## src/rtl/push_crc_seq_pkg.sv

```systemverilog
// push_crc_seq_pkg: shared FSM state type and CRC-8 defaults for push_crc_seq
package push_crc_seq_pkg;
    typedef enum logic [1:0] {IDLE, PUSH, CRC} state_t;
    localparam logic [7:0] CRC8_POLY = 8'h07;
    localparam logic [7:0] CRC8_INIT = 8'h00;
endpackage

```

## src/rtl/push_crc_seq_crc.sv

```systemverilog
// push_crc_seq_crc: one-word CRC-8 update, MSB-first, no reflection, no final XOR
module push_crc_seq_crc #(
    parameter int         DATA_W   = 8,
    parameter logic [7:0] CRC_POLY = 8'h07
) (
    input  logic [7:0]        i_crc,
    input  logic [DATA_W-1:0] i_data,
    output logic [7:0]        o_crc
);
    always_comb begin
        o_crc = i_crc;
        for (int i = DATA_W - 1; i >= 0; i--)
            o_crc = {o_crc[6:0], 1'b0} ^ ((o_crc[7] ^ i_data[i]) ? CRC_POLY : 8'h00);
    end
endmodule

```

## src/rtl/push_crc_seq.sv

```systemverilog
// push_crc_seq: latches enabled channel words, pushes them in index order, then reports their CRC-8
// Optional stall timeout with err pulse when PUSH_CRC_SEQ_TIMEOUT_EN is defined.
module push_crc_seq
    import push_crc_seq_pkg::*;
#(
    parameter int         NUM_CH      = 2,
    parameter int         DATA_W      = 8,
    parameter logic [7:0] CRC_POLY    = CRC8_POLY,
    parameter logic [7:0] CRC_INIT    = CRC8_INIT,
    parameter int         TIMEOUT_CYC = 16,
    localparam int        CH_W        = (NUM_CH > 1) ? $clog2(NUM_CH) : 1
) (
    input  logic                     clk,
    input  logic                     rst,
    input  logic                     start,
    output logic                     start_ready,
    input  logic [NUM_CH-1:0]        ch_en,
    input  logic [NUM_CH*DATA_W-1:0] ch_data,
    output logic                     push_valid,
    input  logic                     push_ready,
    output logic [CH_W-1:0]          push_ch,
    output logic [DATA_W-1:0]        push_data,
    output logic                     crc_valid,
    input  logic                     crc_ready,
    output logic [7:0]               crc_out,
    output logic                     busy,
    output logic                     err
);
    if (NUM_CH < 1 || NUM_CH > 16 || TIMEOUT_CYC < 1) begin : g_bad_param
        $error("push_crc_seq: parameter out of range");
    end

    state_t                   r_state, w_state_nx;
    logic [NUM_CH-1:0]        r_en;
    logic [NUM_CH*DATA_W-1:0] r_data;
    logic [CH_W-1:0]          r_cur, w_first, w_nxt;
    logic                     w_has_nxt, w_go, w_acc, w_tmo_hit;
    logic [7:0]               r_crc, w_crc_nx;
    logic [DATA_W-1:0]        w_word;

    assign w_word = r_data[r_cur*DATA_W +: DATA_W];
    assign w_go   = (r_state == IDLE) && start;
    assign w_acc  = (r_state == PUSH) && push_ready;

    // Descending scan leaves the lowest qualifying index, so skipped channels cost no cycle.
    always_comb begin
        w_first   = '0;
        w_nxt     = '0;
        w_has_nxt = 1'b0;
        for (int i = NUM_CH - 1; i >= 0; i--) begin
            if (ch_en[i]) w_first = CH_W'(i);
            if (r_en[i] && i > int'(r_cur)) begin
                w_nxt     = CH_W'(i);
                w_has_nxt = 1'b1;
            end
        end
    end

    push_crc_seq_crc #(.DATA_W(DATA_W), .CRC_POLY(CRC_POLY)) u_crc (
        .i_crc (r_crc),
        .i_data(w_word),
        .o_crc (w_crc_nx)
    );

`ifdef PUSH_CRC_SEQ_TIMEOUT_EN
    localparam int TMO_W = $clog2(TIMEOUT_CYC + 1);
    logic [TMO_W-1:0] r_tmo;
    logic             r_err, w_stall;
    assign w_stall   = ((r_state == PUSH) && !push_ready) || ((r_state == CRC) && !crc_ready);
    assign w_tmo_hit = w_stall && (r_tmo == TMO_W'(TIMEOUT_CYC - 1));
    assign err       = r_err;
    always_ff @(posedge clk or posedge rst) begin
        if (rst) begin
            r_tmo <= '0;
            r_err <= 1'b0;
        end else begin
            r_tmo <= (w_stall && !w_tmo_hit) ? r_tmo + 1'b1 : '0;
            r_err <= w_tmo_hit;
        end
    end
`else
    assign w_tmo_hit = 1'b0;
    assign err       = 1'b0;
`endif

    always_ff @(posedge clk or posedge rst) begin
        if (rst) begin
            r_state <= IDLE;
            r_en    <= '0;
            r_data  <= '0;
            r_cur   <= '0;
            r_crc   <= CRC_INIT;
        end else begin
            r_state <= w_state_nx;
            if (w_go) begin
                r_en   <= ch_en;
                r_data <= ch_data;
                r_cur  <= w_first;
                r_crc  <= CRC_INIT;
            end
            if (w_acc) begin
                r_crc <= w_crc_nx;
                r_cur <= w_nxt;
            end
        end
    end

    always_comb begin
        w_state_nx  = r_state;
        start_ready = r_state == IDLE;
        busy        = r_state != IDLE;
        push_valid  = r_state == PUSH;
        crc_valid   = r_state == CRC;
        push_ch     = push_valid ? r_cur : '0;
        push_data   = push_valid ? w_word : '0;
        crc_out     = crc_valid ? r_crc : '0;
        case (r_state)
            IDLE:    w_state_nx = start ? (|ch_en ? PUSH : CRC) : IDLE;
            PUSH:    w_state_nx = push_ready ? (w_has_nxt ? PUSH : CRC) : PUSH;
            CRC:     w_state_nx = crc_ready ? IDLE : CRC;
            default: w_state_nx = IDLE;
        endcase
        if (w_tmo_hit) w_state_nx = IDLE;
    end
endmodule

```

## config.mk

```make
export PLATFORM = sky130hd
export DESIGN_NAME = push_crc_seq
export DESIGN_NICKNAME = d
export VERILOG_FILES = /design/src/rtl/push_crc_seq_pkg.sv /design/src/rtl/push_crc_seq_crc.sv /design/src/rtl/push_crc_seq.sv
export SDC_FILE = /design/constraint.sdc
export NUM_CORES = 1
export LEC_CHECK = 0
export ABC_AREA = 1
export CAP_MARGIN = 10
export CELL_PAD_IN_SITES_DETAIL_PLACEMENT = 0
export CELL_PAD_IN_SITES_GLOBAL_PLACEMENT = 2
export CORE_ASPECT_RATIO = 1.1
export CORE_MARGIN = 10
export CORE_UTILIZATION = 27
export DETAILED_ROUTE_END_ITERATION = 16
export GPL_ROUTABILITY_DRIVEN = 0
export PLACE_DENSITY = 0.87
export SKIP_LAST_GASP = 1
export SYNTH_ARGS = -nofsm -noshare
export SYNTH_HDL_FRONTEND = slang
export SYNTH_SLANG_ARGS = --single-unit
```

## constraint.sdc

```tcl
create_clock -name clk -period 4.8 [get_ports clk]
set_clock_uncertainty 0.15 [all_clocks]
set_input_delay 0.96 -clock clk [delete_from_list [all_inputs] [get_ports clk]]
set_output_delay 0.96 -clock clk [all_outputs]
set_load 0.02 [all_outputs]
```

## After elaboration in Yosys (flattened, before gate mapping)

Cells that the tools add are included.

- $lt $le $gt $ge: 1
- Shift-type cells: 1
- Bitwise operators: 16
- Muxes and demuxes: 24
- Reductions and logical operators: 7
- Eq/ne operators: 2

Operators by type and width:

| kind | number |
|---|---|
| 8-bit bitwise XOR | 8 |
| 8-bit 2-to-1 mux | 4 |
| 3-bit 2-to-1 mux | 8 |
| 16-bit by 5-bit variable part select with 8-bit output | 1 |
| 2-bit 2-to-1 mux | 5 |
| 1-bit bitwise XOR | 8 |
| 1-bit 2-to-1 mux | 6 |
| 2-bit case mux with 3 select lines | 1 |
| 2-bit nonzero test | 2 |
| 1-bit logical AND | 3 |
| 2-bit by 1-bit equality test with 1-bit output (second input constant) | 1 |
| 2-bit equality test (second input constant) | 1 |
| 2-bit logical NOT | 1 |
| 2-bit OR reduction | 1 |
| 1-bit > comparator (first input constant) | 1 |

- Output and inout bits: 22
- Word-level logic and storage cells: 56
- Bits of input ports: 23
- Register bits: 29

## Longest topological paths before layout

Gate-level depths: netlist (run 1).

- Word-level depth: 26
- Mapped depth: 12
- Gate-level depth less buffers: 12

## Modules after synthesis

From an unflattened synthesis (run 1), not the netlist that was laid out.

- Cells, all modules: 249
- Area, all modules: 1766.7 sq um

By module, submodules not included:

| module | times used | area an instance (sq um) | sequential area each (sq um) | cells an instance |
|---|---|---|---|---|
| push_crc_seq | 1 | 1436.4 | 700.7 | 180 |
| push_crc_seq_crc | 1 | 330.3 | 0.0 | 69 |

## Worst setup path before layout (run 1)

OpenSTA, ideal clock, no wires.

- Path type: register to output
- Start: register r_state[1]
- End: output push_data[1]
- Path buffers: 1
- Required time: 3.690 ns
- Setup slack: 2.261 ns
- Arrival: 1.429 ns
- Cell stages (with the launch flop): 5
- Cell sequence: dfrtp_1 -> nor2_1 -> inv_1 -> clkbuf_1 -> a21oi_1

- Longest elaborated chain between the ends: 2

RTL lines:

| element | line | source |
|---|---|---|
| start, declared | push_crc_seq.sv:33 | `state_t r_state, w_state_nx;` |
| start signal, assigned | push_crc_seq.sv:94 | `r_state <= w_state_nx;` |
| 2-bit by 1-bit equality test with 1-bit output | push_crc_seq.sv:112 | `push_valid = r_state == PUSH;` |
| via push_valid | push_crc_seq.sv:19 | `output logic push_valid,` |
| 8-bit 2-to-1 mux | push_crc_seq.sv:115 | `push_data = push_valid ? w_word : '0;` |
| end, declared | push_crc_seq.sv:22 | `output logic [DATA_W-1:0] push_data,` |

The timed path passes the listed nets, and every way through them passes these cells.

## Worst setup path in the final report (run 1)

- Start: register r_cur
- End: output push_data[0]

- Longest elaborated chain between the ends: 2

RTL lines:

| element | line | source |
|---|---|---|
| start, declared | push_crc_seq.sv:36 | `logic [CH_W-1:0] r_cur, w_first, w_nxt;` |
| start signal, assigned | push_crc_seq.sv:98 | `r_cur <= w_first;` |
| start signal, assigned | push_crc_seq.sv:103 | `r_cur <= w_nxt;` |
| 16-bit by 5-bit variable part select with 8-bit output | push_crc_seq.sv:41 | `assign w_word = r_data[r_cur*DATA_W +: DATA_W];` |
| 8-bit 2-to-1 mux | push_crc_seq.sv:115 |  |

No other way between the ends.

==> results of run 1 <==
[cell families after synthesis]
logic type	Yosys count
buffers and inverters	35
xor gates and xnor gates	7
AOI/OAI and AO/OA	26
and+or+nand+nor	156
DFF	28
other	1
[per-stage QoR]
step | hold slack, ps | cells | total power (µW)
after CTS | 344 | 374 | 1640
after global placement | 330 | 371 | 1500
after detailed placement | 318 | 371 | 1500
after floorplan | 299 | 253 | 1190
final | 338 | 374 | 1610
after global routing | 369 | 374 | 1800
[metal layers]
metal  routed length (µm)  GRT usage
met3                  167     0.0166
met4                   67     0.0306
met2                 2330      0.173
met5                    0          0
met1                 2160      0.122
[power by group]
part	internal [µW]	total (µW)	leakage (µW)	switching (µW)
Sequential	340	414	0.000353	74.1
Clock	56.4	128	0.0000216	71.5
Combinational	380	1070	0.000726	691
[critical path, cell delays in order (launching register included)]
cell	delay, ps
dfrtp_1	680
inv_2	210
nand2_1	150
nand2_1	80
nor2_1	90
clkdlybuf4s50_1	610
[state kept, by name (all words and copies together) (netlist names)]
signal	cells
r_en	1
r_data	16
r_state	2
r_crc	8
r_cur	1
[placed cells by master (no fill, tap or decap), types with 2 or more instances in the layout]
cell | Yosys | final
nand2_1 | 105 | 105
clkdlybuf4s50_1 | 0 | 43
dfrtp_1 | 28 | 28
inv_1 | 27 | 27
nand3_1 | 27 | 27
nor2_1 | 16 | 16
o21ai_0 | 12 | 12
nand2_2 | 6 | 6
xor2_1 | 6 | 6
a21oi_1 | 5 | 5
o21ai_2 | 3 | 3
o21ai_1 | 3 | 3
clkbuf_8 | 0 | 3
inv_2 | 2 | 2
o22ai_1 | 2 | 2
[worst paths after layout]
path	from	to	slack, ps	cells past startpoint
worst max-delay path	r_cur	push_data[0]	1600	5
min in group asynchronous	rst	r_data[11]	900	3
worst min register to register	r_data[14]	r_data[14]	340	2
max in group asynchronous	rst	r_crc[1]	3330	3
worst min-delay path	r_data[14]	r_data[14]	340	2
worst max register to register	r_cur	r_crc[3]	2720	9
[cell usage after synthesis]
| cell type | number |
|---|---|
| nand2_1 | 105 |
| dfrtp_1 | 28 |
| inv_1 | 27 |
| nand3_1 | 27 |
| nor2_1 | 16 |
| o21ai_0 | 12 |
| nand2_2 | 6 |
| xor2_1 | 6 |
| a21oi_1 | 5 |
| clkbuf_1 | 4 |
| o21ai_1 | 3 |
| o21ai_2 | 3 |
| inv_2 | 2 |
| o22ai_1 | 2 |
| buf_4 | 1 |
| buf_6 | 1 |
| conb_1 | 1 |
| nor2_2 | 1 |
| nor3_1 | 1 |
| o211ai_1 | 1 |
| xor2_2 | 1 |
[area by class of cell]
type | instances | area (µm²) | share of cell area
clock buffers | 3 | 41.3 | 0.0184
flip-flops and latches | 28 | 701 | 0.312
repair buffers | 44 | 438 | 0.195
multi-input cells | 190 | 857 | 0.382
inverters | 29 | 109 | 0.0485
well taps | 80 | 100 | 0.0446
==> flow_metrics.py, run 1 <==
metrics = {
    "synth": {
        "synth-compound-area-share": 0.0861,
        "synth_top_cell_by_area": "dfrtp_1",
        "yosysSeqAreaShare": 0.412,
        "synth_nets": 276,
        "netlist_area_um2": 1700,
        "ys_types": 21,
        "synth_top_cell_area_share": 0.412,
        "synth-simple-area-share": 0.375,
        "synth_fa_ha_area_frac": 0,
        "synth_cells": 253,
        "synth.area.top_cells": "dfrtp_1, nand2_1, nand3_1",
        "syn_avg_cell_area_um2": 6.72,
        "synthMuxAreaShare": 0,
        "ys_seq_elements": 28,
        "synthXorXnorAreaFrac": 0.0405,
        "synth_top_family_by_area": "simple AND/OR/NAND/NOR gates",
        "synth_warnings": 0,
    },
    "clocking": {
        "cts_resized": 0,
        "worstSkewPairLatency_ps": 270,
        "postCtsHoldBufs": 0,
        "ctsHtreeMaxLevel": 1,
        "cts_setup_buffers": 0,
        "cts_tree": "built",
        "clk_pin_slew_ps": 90,
        "clockBufferDepth": 2,
        "ctsRootBufferMaster": "clkbuf_8",
        "cts-buffers-inserted": 3,
        "cts_sinks": 28,
    },
    "floorplanning": {
        "coreArea_um2": 6160,
        "std_cell_rows": 30,
        "die_w_um": 95.7,
        "start_util": 0.276,
        "num_io_pins": 45,
        "die_y_um": 103,
        "die-area_um2": 9880,
    },
    "pwr": {
        "irDropWorstVdd_v": 0.000198,
        "p_leak_uw": 0.00110,
        "power_density_nw_per_um2": 718,
    },
    "critical_path": {
        "cp-start-kind": "flop",
        "cp.required_ps": 3690,
        "end_kind": "primary output",
        "critPathArrivalTime_ps": 2090,
        "path_class": "reg -> out",
        "path_max_fanout": 14,
    },
    "sta": {
        "hold_viol": 0,
        "rsz0062_at_grt": "no",
        "timing.setup.tns_ps": 0,
        "tightestPinTransition_ps": 639,
        "max_freq_mhz": 313,
        "setup_ws_ps": 1600,
        "maxSlewViolCount": 0,
        "finalSetupViolCount": 0,
        "fin_crit_sh": 0.666,
        "relSlewSlack": 0.574,
        "final.min_clock_period_ps": 3200,
    },
    "run_status": {
        "outcome": "complete, no violations",
    },
    "route": {
        "antenna_left": 0,
        "vias_per_cell": 4.44,
        "wl_mm": 4.72,
        "remaining_drc_errors": 0,
        "dr.first_iter.drc_count": 39,
        "drtPass1Iterations": 4,
        "wl_per_cell_um": 12.6,
        "vias": 1659,
    },
    "grt": {
        "grt_overflow": 0,
        "grt_antenna_before_repair": 0,
        "grt_pass1_vias": 1607,
        "grt_pass1_wl_mm": 7.92,
        "grtUsageTotal": 0.0997,
        "grt_max_degree": 29,
    },
    "layout": {
        "syn_to_final_growth_pct": 32.1,
        "finish.instance_area_um2": 2250,
        "nFillCells": 713,
        "final_util": 0.365,
        "num_antenna_cells": 0,
        "drive_gt1_frac": 0.0578,
        "fin_nets": 319,
    },
    "placement": {
        "placed_area_um2": 2200,
        "place_ws_ps": 1900,
        "hpwl_mm": 3.76,
        "port_buffers": 43,
    },
    "flow_run": {
        "maxCapViolCount": 0,
    },
    "min_path": {
        "hold_path.class": "reg -> reg",
    },
}
No activity file was read; power rests on OpenSTA's default activity.
==> run 2: changes to the inputs <==
Settings changed: CORE_UTILIZATION 27 to 23, PLACE_DENSITY 0.87 to 0.79.
Clock period 4.8 ns to 2.7 ns, I/O delays scaled along.
==> flow_metrics.py, run 2 (synthesis results as in run 1) <==
metrics = {
    "sta": {
        "fin_crit_sh": 0.950,
        "tightestPinTransition_ps": 624,
        "timing.setup.tns_ps": 0,
        "hold_viol": 0,
        "relSlewSlack": 0.584,
        "max_freq_mhz": 390,
        "final.min_clock_period_ps": 2560,
        "finalSetupViolCount": 0,
        "maxSlewViolCount": 0,
        "rsz0062_at_grt": "no",
    },
    "route": {
        "vias": 1665,
        "wl_mm": 5.16,
        "drtPass1Iterations": 4,
        "vias_per_cell": 4.35,
        "dr.first_iter.drc_count": 54,
        "remaining_drc_errors": 0,
        "wl_per_cell_um": 13.5,
        "antenna_left": 0,
    },
    "floorplanning": {
        "std_cell_rows": 32,
        "die_w_um": 102,
        "coreArea_um2": 7090,
        "start_util": 0.240,
        "num_io_pins": 45,
        "die_y_um": 110,
        "die-area_um2": 11200,
    },
    "pwr": {
        "swShare": 0.518,
        "total_power_uw": 2930,
        "p_sw_uw": 1520,
        "power_density_nw_per_um2": 1280,
        "clkPwrFrac": 0.082,
        "power_frac_seq": 0.246,
        "p_comb_frac": 0.672,
        "p_leak_uw": 0.00112,
        "irDropWorstVdd_v": 0.000430,
        "p_int_uw": 1410,
    },
    "clocking": {
        "cts_tree": "built",
        "cts-buffers-inserted": 3,
        "ctsRootBufferMaster": "clkbuf_8",
        "clk_pin_slew_ps": 110,
        "clockBufferDepth": 2,
        "ctsHtreeMaxLevel": 1,
        "cts_sinks": 28,
        "worstSkewPairLatency_ps": 280,
    },
    "grt": {
        "grt_antenna_before_repair": 0,
        "grt_pass1_wl_mm": 8.42,
        "grt_pass1_vias": 1760,
        "grt_overflow": 0,
        "grt_max_degree": 29,
        "grtUsageTotal": 0.0950,
    },
    "layout": {
        "largest_register_ffs": 16,
        "nFillCells": 764,
        "num_antenna_cells": 0,
        "fin_nets": 323,
        "layout_commonest_cell": "nand2_1",
        "top_register": "r_data",
        "instances_no_fill": 383,
        "drive_gt1_frac": 0.0738,
        "final_util": 0.322,
        "biggestRegsByFlops": "r_data (16), r_crc (8), r_state (2)",
        "final_cell_mix": "nand2_1, clkdlybuf4s50_1, dfrtp_1",
        "syn_to_final_growth_pct": 34.2,
    },
    "critical_path": {
        "critPathMaxStageDelay_ps": 630,
        "cp_slowest_cell": "clkdlybuf4s50_1",
        "r2r_slack_ps": 860,
        "cp-start-kind": "flop",
        "cp.required_ps": 2010,
        "end_kind": "primary output",
        "crit_top_cell": "nand2_1",
        "path_buf_inv": 2,
        "critPathArrivalTime_ps": 1870,
        "crit_family": "buffers and inverters",
        "path_max_fanout": 8,
        "path_class": "reg -> out",
        "crit_chain": "buf_4, nand2_1, nand2_1, nor2_1, clkdlybuf4s50_1",
    },
    "run_status": {
        "outcome": "complete, no violations",
    },
    "placement": {
        "hpwl_mm": 4.22,
        "dp_cells": 380,
        "port_buffers": 43,
    },
    "min_path": {
        "hold_path.class": "reg -> reg",
    },
    "flow_run": {
        "maxCapViolCount": 0,
    },
}
[run 2: path summary, 6_finish.rpt]
| check | start | endpoint | cells after the start |
|---|---|---|---|
| max | r_cur | push_data[0] | 5 |
| min | r_data[10] | r_data[10] | 2 |
| max reg2reg | r_cur | r_crc[3] | 8 |
| min reg2reg | r_data[10] | r_data[10] | 2 |
| max in group asynchronous | rst | r_crc[5] | 3 |
| min in group asynchronous | rst | r_data[15] | 3 |
[run 2: per-layer routing]
layer  part of all wire  vias to the layer above  track usage
met5                  0                        -            0
met4              0.017                        0       0.0333
met3              0.038                        8       0.0199
met2               0.51                       25        0.174
met1               0.44                      753        0.106
li1                   -                      879            -
[run 2: layout make-up]
cell class	count	area (µm²)	area share
inverter	29	109	0.0477
tap	85	106	0.0466
clock buffer	3	41.3	0.0181
timing repair buffer	48	468	0.205
multi-input combinational	190	857	0.376
sequential	28	701	0.307
[run 2: tightest hold or removal path, cell delays in order (launching register included)]
cell and delay (ps):
dfrtp_1 370, nand2_1 60, nand2_1 50
[run 2: what timing repair did]
| action | 4_1_cts | 5_1_grt |
|---|---|---|
| setup endpoints to repair | 0 | 5 |
| gates resized for setup | 0 | 1 |
| hold buffers | 0 | 0 |
| setup buffers | 0 | 0 |
[run 2: stage by stage]
stage | worst slack, ps | hold slack (ps) | instance area, µm²
after floorplan | 581 | 299 | 1700
after global placement | 407 | 328 | 2240
after detailed placement | 375 | 326 | 2240
after CTS | 49.7 | 355 | 2280
after global routing | 12.8 | 381 | 2280
final | 135 | 355 | 2280
[run 2: power by group through the flow]
stage | Combinational, µW | Sequential, µW | Clock [µW]
after floorplan | 1410 | 701 | 0
after global placement | 2000 | 731 | 0
after detailed placement | 2000 | 731 | 0
after CTS | 2010 | 723 | 247
after global routing | 2260 | 746 | 258
final | 1970 | 722 | 239
